<file path="src/rtl/core_monitor.sv">
// core_monitor: watches the fetch stream, declares completion after IDLE_LIMIT repeated fetches, then dumps data words 0..max_addr over the console port.
// Latency: first dump word 2 edges after done, one word per cycle, no backpressure; optional NOP counter under CORE_MONITOR_NOP_COUNT_EN.
module core_monitor #(
  parameter int IDLE_LIMIT = 50,
  parameter int CNT_W      = 32
) (
  input  logic        CLK,
  input  logic        nrst,
  input  logic [31:0] if_inst,
  input  logic        if_stall,
  input  logic        isr_pc_flush,
  input  logic        isr_pipe_flush,
  input  logic        branch_flush,
  input  logic        bht_access,
  input  logic [1:0]  bht_correct,
  input  logic        store_valid,
  input  logic [10:0] store_addr,
  input  logic [31:0] con_out,
  output logic [9:0]  con_addr,
  output logic        done,
  output logic        dump_valid,
  output logic [9:0]  dump_addr,
  output logic [31:0] dump_data,
  output logic        dump_done,
  output logic [31:0] checksum,
  input  logic [2:0]  rd_sel,
  output logic [31:0] rd_data
);

  localparam int                IDLE_W   = $clog2(IDLE_LIMIT + 2);
  localparam logic [IDLE_W-1:0] IDLE_END = IDLE_W'(IDLE_LIMIT);
  localparam logic [32:0]       LIM33    = 33'(IDLE_LIMIT);

  typedef enum logic [1:0] {RUN, DUMP, FIN} state_t;

  state_t            state;
  logic [31:0]       last_inst;
  logic [IDLE_W-1:0] idle_cnt;
  logic [CNT_W-1:0]  cycles, stalls, flushes, bht_acc, bht_ok;
  logic [9:0]        max_addr;
  logic              issued_all;
  logic              req_vld;
  logic [9:0]        req_addr;
  logic [32:0]       cyc_ext;

  function automatic logic [CNT_W-1:0] sat_add(input logic [CNT_W-1:0] a,
                                               input logic [CNT_W-1:0] b);
    logic [CNT_W:0] s;
    s = {1'b0, a} + {1'b0, b};
    return s[CNT_W] ? '1 : s[CNT_W-1:0];
  endfunction

  always_ff @(posedge CLK or negedge nrst) begin
    if (!nrst) begin
      state     <= RUN;
      done      <= 1'b0;
      dump_done <= 1'b0;
    end else begin
      case (state)
        RUN: if (idle_cnt == IDLE_END) begin
          state <= DUMP;
          done  <= 1'b1;
        end
        DUMP: if (dump_valid && dump_addr == max_addr) begin
          state     <= FIN;
          dump_done <= 1'b1;
        end
        default: ;
      endcase
    end
  end

  always_ff @(posedge CLK or negedge nrst) begin
    if (!nrst) begin
      last_inst <= '0;
      idle_cnt  <= '0;
      cycles    <= '0;
      stalls    <= '0;
      flushes   <= '0;
      bht_acc   <= '0;
      bht_ok    <= '0;
      max_addr  <= '0;
    end else if (state == RUN) begin
      cycles <= sat_add(cycles, CNT_W'(1));
      if (if_stall)
        stalls <= sat_add(stalls, CNT_W'(1));
      if (isr_pc_flush || isr_pipe_flush || branch_flush)
        flushes <= sat_add(flushes, CNT_W'(1));
      if (bht_access)
        bht_acc <= sat_add(bht_acc, CNT_W'(1));
      bht_ok <= sat_add(bht_ok, CNT_W'(bht_correct));
      // Compare all 11 address bits, but only the low 10 address the dump window.
      if (store_valid && store_addr > {1'b0, max_addr})
        max_addr <= store_addr[9:0];
      if (if_inst == last_inst) begin
        idle_cnt <= idle_cnt + IDLE_W'(1);
      end else begin
        idle_cnt  <= '0;
        last_inst <= if_inst;
      end
    end
  end

`ifdef CORE_MONITOR_NOP_COUNT_EN
  logic [CNT_W-1:0] nops;
  logic             is_nop;

  assign is_nop = (if_inst[15:0] == 16'h0001) || (if_inst == 32'h0000_0013);

  always_ff @(posedge CLK or negedge nrst) begin
    if (!nrst)
      nops <= '0;
    else if (state == RUN && is_nop)
      nops <= sat_add(nops, CNT_W'(1));
  end
`endif

  // req_* tracks the address presented last cycle so it lines up with con_out.
  always_ff @(posedge CLK or negedge nrst) begin
    if (!nrst) begin
      con_addr   <= '0;
      issued_all <= 1'b0;
      req_vld    <= 1'b0;
      req_addr   <= '0;
      dump_valid <= 1'b0;
      dump_addr  <= '0;
      dump_data  <= '0;
      checksum   <= '0;
    end else begin
      if (state == DUMP) begin
        req_vld  <= !issued_all;
        req_addr <= con_addr;
        if (!issued_all && con_addr == max_addr)
          issued_all <= 1'b1;
        if (con_addr != max_addr)
          con_addr <= con_addr + 10'd1;
      end else begin
        req_vld <= 1'b0;
      end
      dump_valid <= req_vld;
      if (req_vld) begin
        dump_addr <= req_addr;
        dump_data <= con_out;
        checksum  <= {checksum[30:0], checksum[31]} + con_out;
      end
    end
  end

  assign cyc_ext = 33'(cycles);

  always_comb begin
    rd_data = '0;
    case (rd_sel)
      3'd0: rd_data = (cyc_ext > LIM33) ? 32'(cyc_ext - LIM33) : 32'd0;
      3'd1: rd_data = 32'(stalls);
      3'd2: rd_data = 32'(flushes);
`ifdef CORE_MONITOR_NOP_COUNT_EN
      3'd3: rd_data = 32'(nops);
`else
      3'd3: rd_data = 32'd0;
`endif
      3'd4: rd_data = 32'(bht_acc);
      3'd5: rd_data = 32'(bht_ok);
      3'd6: rd_data = {22'b0, max_addr};
      default: rd_data = checksum;
    endcase
  end

endmodule

</file>
<file path="config.mk">
export PLATFORM = sky130hd
export DESIGN_NAME = core_monitor
export DESIGN_NICKNAME = d
export VERILOG_FILES = /design/src/rtl/core_monitor.sv
export SDC_FILE = /design/constraint.sdc
export NUM_CORES = 1
export LEC_CHECK = 0
export ABC_CLOCK_PERIOD_IN_PS = 4300
export BUFFER_PORTS_ARGS = -buffer_cell sky130_fd_sc_hd__buf_2
export CAP_MARGIN = 20
export CORE_ASPECT_RATIO = 0.75
export CORE_MARGIN = 8
export CORE_UTILIZATION = 40
export CTS_BUF_LIST = sky130_fd_sc_hd__clkbuf_4
export DETAILED_ROUTE_END_ITERATION = 16
export PLACE_DENSITY = 0.56
export SETUP_SLACK_MARGIN = 0.5
export SYNTH_ARGS = -nofsm -noshare
export SYNTH_HDL_FRONTEND = slang
export SYNTH_SLANG_ARGS = --single-unit
</file>
<file path="constraint.sdc">
create_clock -name CLK -period 4.3 [get_ports CLK]
set_input_delay 0.86 -clock CLK [delete_from_list [all_inputs] [get_ports CLK]]
set_output_delay 0.86 -clock CLK [all_outputs]
set_load 0.03 [all_outputs]
</file>
After elaboration in Yosys (flattened, before gate mapping). Cells that the tools add are included.

Equal/unequal tests: 14. Mux-type cells: 12. Reduce and logical (&&, ||, !) cells: 19. Order comparisons: 2. Add/subtract/negate cells: 9. Bitwise operators: 1.

Operators with widths (count): one-hot mux 32 bit (7 select lines) (1); 2-to-1 mux 32 bit (6); adder 32 x 1 -> 33 bit, second input constant (4); adder 32 x 2 -> 33 bit (1); adder 32 bit (1); equality test 32 bit (1); greater-than comparator 32 x 6 -> 1 bit, second input constant (1); subtractor 32 x 6 -> 32 bit, second input constant (1); equality test 10 bit (2); AND reduction 2 bit (9); greater-than comparator 11 x 10 -> 1 bit (1); adder 10 x 1 -> 10 bit, second input constant (1); inequality test 10 bit (1); equality test 3 bit, second input constant (3); adder 6 x 1 -> 6 bit, second input constant (1); equality test 3 x 2 -> 1 bit, second input constant (2); equality test 6 bit, second input constant (1); 2-to-1 mux 6 bit (1); 2-to-1 mux 2 bit (2); inequality test 2 bit, second input constant (2); one-hot mux 2 bit (2 select lines) (1); equality test 3 x 1 -> 1 bit, second input constant (1); logical AND 1 bit (3); logical NOT 3 bit (1); 8 further kinds (9).

Output and inout bits: 119. Register bits: 309. Bits of input ports: 88. Word-level logic and storage cells: 76.

Longest topological paths before layout.
Depth after elaboration: 4. Depth in mapped cells: 12. Gate-level depth less buffers: 11.

Worst setup path before layout. Ideal clock, no wire load.

Path type: register to output. Start: register cycles[14]. End: output port rd_data[7]. Setup slack: 606 ps. Path buffers: 4. Stages on the path, launching flop included: 13. Arrival: 2834 ps. Path through: dfrtp_1 buf_6 or4_4 nor3_4 nand3_1 or4_1 clkbuf_2 a2111oi_2 or4_1 buf_6 buf_6 nor2_1 o22a_1.

Longest elaborated chain between the ends: 3.

RTL lines: from (decl) (RTL line 39) `logic [CNT_W-1:0] cycles, stalls, flushes, bht_acc, bht_ok;`; from (signal assigned) (RTL line 84) `cycles <= sat_add(cycles, CNT_W'(1));`; greater-than comparator 32 x 6 -> 1 bit (RTL line 154) `3'd0: rd_data = (cyc_ext > LIM33) ? 32'(cyc_ext - LIM33) : 32'd0;`; 2-to-1 mux 32 bit (RTL line 154); one-hot mux 32 bit (7 select lines) (RTL line 153) `case (rd_sel)`; to (decl) (RTL line 27) `output logic [31:0] rd_data`.

No other way between the ends.

Final worst setup path.
Start: register cycles[15]. End: output port rd_data[15].

Longest elaborated chain between the ends: 3. Elaborated cells on any way between the ends: 4. Those cells by class: add/sub (1); order compare (1); mux (2).

RTL lines (RTL line): subtractor 32 x 6 -> 32 bit or greater-than comparator 32 x 6 -> 1 bit (tied branches) (154); 2-to-1 mux 32 bit (*) (154); one-hot mux 32 bit (7 select lines) (*) (153).

Every way passes the cells marked *; elsewhere a longest branch is shown, timed or not.

==> reports/results.ini <==
[route]
drt_iter0_drc=1324
wirelength_mm=54.9
drtAntennaViolNets=0
drc=0
dr_total_vias=15089
avgViaCountPerCell=5.46
firstDrtPassIters=5
wl_per_cell_um=19.9

[die]
core_mm2=0.0443
initial_core_util=0.402
rows=67
die_y_um=199
ios=207
fp.dieArea_mm2=0.0516
die_x_um=260

[outcome]
violations=negative setup slack
status=finished, violations left

[finish]
final_nets=2253
regArea_mm2=0.00774
final_cell_mix=dfrtp_1, nand2_1, buf_2, mux2_2, xnor2_1
post-route-cell-area_mm2=0.0212
area_growth_pct=18.9
drive_gt1_frac=0.260
multi_input_area_mm2=0.00971
fillers=4209
layout_commonest_cell=dfrtp_1

[critical_path]
criticalPathCategory=reg2out
arrival_ns=3.65
setup.worst_path.start_class=register
cp_num_buf_inv=3
critPathMaxStageDelay_ns=0.57
worst-path-max-fanout=6
cp_top_family=simple AND/OR/NAND/NOR gates
required_ns=3.44
crit_chain=or4_4 > nor3_4 > nand3_2 > or4_4 > a2111oi_4 > or4_4 > buf_12 > buf_16 > o221ai_2 > o21a_1 > buf_6
critPathSlowestCell=or4_4
cp_common_cell=or4_4
rrSetupSlack_ns=1.00
critPathCaptureType=output pin

[clock_tree]
cts_buffers=83
cts_buffer_depth=3
clock_tree.root_cell=clkbuf_4
clkTransAtPathRegs_ns=0.07
tritoncts=built
clock_latency_ns=0.82
numClockSinks=309
htree_levels=3
postCtsHoldBufs=0

[placed_design]
dp_slack_ns=0.210
place_congestion=0.920
place_area_mm2=0.0196
io_buffers=206
hpwl_mm=41.5

[synthesis]
synth.avg_cell_area_um2=9.65
seq_area_frac_synth=0.435
synth_nets=1986
yosysWarningCount=0
netlist_instances=1843
synth_cell_types=61
async_flop_share=1.00
synth_area_mm2=0.0178
synth_edf_count=0
ys_ff_latch=309
synth-main-ff-cell=dfrtp_1

[power]
peakVddDrop_uv=273
leakagePower_nw=10.4
power_density_mw_per_mm2=344

[flow_run]
drv_cap=0

[sta]
finalCriticalPeriod_ns=4.51
worst_pin_slew_ns=1.01
setup_ws_ns=-0.211
hold_violations=0
setup_violations=32
fin_crit_sh=1.05
fmax_mhz=222
slew_headroom=0.328
worst_clock_skew_ns=0.0819
final-max-slew-violation-count=0
grt_setup_unrepaired=yes

[grt]
grt_pass1_vias=14641
grt_use_total=0.211
grt_max_degree=88
antenna_found_initial=2
overflow=0
grt_first_pass_wirelength_mm=85.7

[hold_path]
hold_path.class=in2async

## power breakdown
group	internal, mW	switching, mW
Clock	1.33	1.30
Sequential	3.10	0.315
Combinational	0.566	0.670
Total	4.99	2.28
## per-stage QoR
step / hold slack (ns) / setup TNS (ns) / std cells / util / power [mW]
6_report: 0.0569 / -4.96 / 2762 / 0.478 / 7.27
5_1_grt: 0.0416 / -10.07 / 2762 / 0.478 / 7.69
4_1_cts: 0.0245 / -8.32 / 2755 / 0.476 / 7.36
3_5_place_dp: 0.420 / 0 / 2597 / 0.443 / 4.64
3_3_place_gp: 0.414 / 0 / 2597 / 0.443 / 4.62
2_1_floorplan: 0.352 / 0 / 1843 / - / 4.15
## flip-flops by register name, summed over array words and instances, names as in the netlist, 2 cells and up
| signal | flops |
|---|---|
| bht_acc | 32 |
| bht_ok | 32 |
| checksum | 32 |
| con_addr | 10 |
| cycles | 32 |
| dump_addr | 10 |
| dump_data | 32 |
| flushes | 32 |
| idle_cnt | 6 |
| last_inst | 32 |
| max_addr | 10 |
| req_addr | 10 |
| stalls | 32 |
| state | 2 |
## per-layer routing
metal	track usage	vias up	routed length [um]
met1	0.309	7341	26400
met4	0.0722	0	1630
met3	0.0531	90	3780
met5	0	-	0
met2	0.300	513	23200
li1	-	7145	-
## path summary, 6_finish.rpt
check	from	endpoint	cells past startpoint
min reg2reg	issued_all	req_vld	1
min in group CLK	store_addr[8]	max_addr[8]	2
max	cycles[15]	rd_data[15]	11
max reg2reg	checksum[31]	checksum[30]	11
max in group asynchronous	nrst	checksum[17]	2
min	nrst	checksum[9]	1
## layout make-up
cell class | count | area share
sequential | 309 | 0.366
clock buffer | 118 | 0.0419
antenna | 5 | 0.000591
multi-input combinational | 1414 | 0.459
clock inverter | 28 | 0.00698
timing repair buffer | 263 | 0.0839
inverter | 39 | 0.00692
tap | 586 | 0.0347
## kinds of logic after synthesis
kind of cell	Yosys count	synth area share
and+or+nand+nor	686	0.183
adders and majority gates	55	0.0395
xor gates and xnor gates	227	0.112
DFF	309	0.435
buffers and inverters	120	0.0278
muxes	141	0.0894
AOI/OAI and AO/OA	305	0.114
## cell usage after synthesis (12+ instances only)
| cell type | number | share of area |
|---|---|---|
| inv_1 | 38 | 0.0080 |
| a221oi_1 | 28 | 0.014 |
| nor4_1 | 13 | 0.0046 |
| nor2_1 | 120 | 0.025 |
| ha_1 | 53 | 0.037 |
| nand3_1 | 89 | 0.025 |
| o21ai_0 | 61 | 0.017 |
| nand4_1 | 45 | 0.016 |
| a21oi_1 | 73 | 0.021 |
| nor2b_1 | 15 | 0.0053 |
| o21a_1 | 18 | 0.0076 |
| xnor2_1 | 123 | 0.061 |
| nand2_1 | 253 | 0.053 |
| clkbuf_1 | 68 | 0.014 |
| a31oi_1 | 24 | 0.0084 |
| dfrtp_1 | 309 | 0.43 |
| and3_1 | 48 | 0.017 |
| o22a_1 | 29 | 0.014 |
| mux2_2 | 133 | 0.084 |
| xor2_1 | 104 | 0.051 |
| or3_1 | 13 | 0.0046 |
| nand2b_1 | 19 | 0.0067 |
| o22ai_1 | 12 | 0.0042 |
| nor3_1 | 37 | 0.010 |
## repair_timing
item                                    4_1_cts  5_1_grt
endpoints found under the setup margin       32       32
pin swaps                                    13       11
cloned                                        2        0
resized for setup                            87       15
buffers inserted                             10        2
Power figures use the tool's default switching activity.
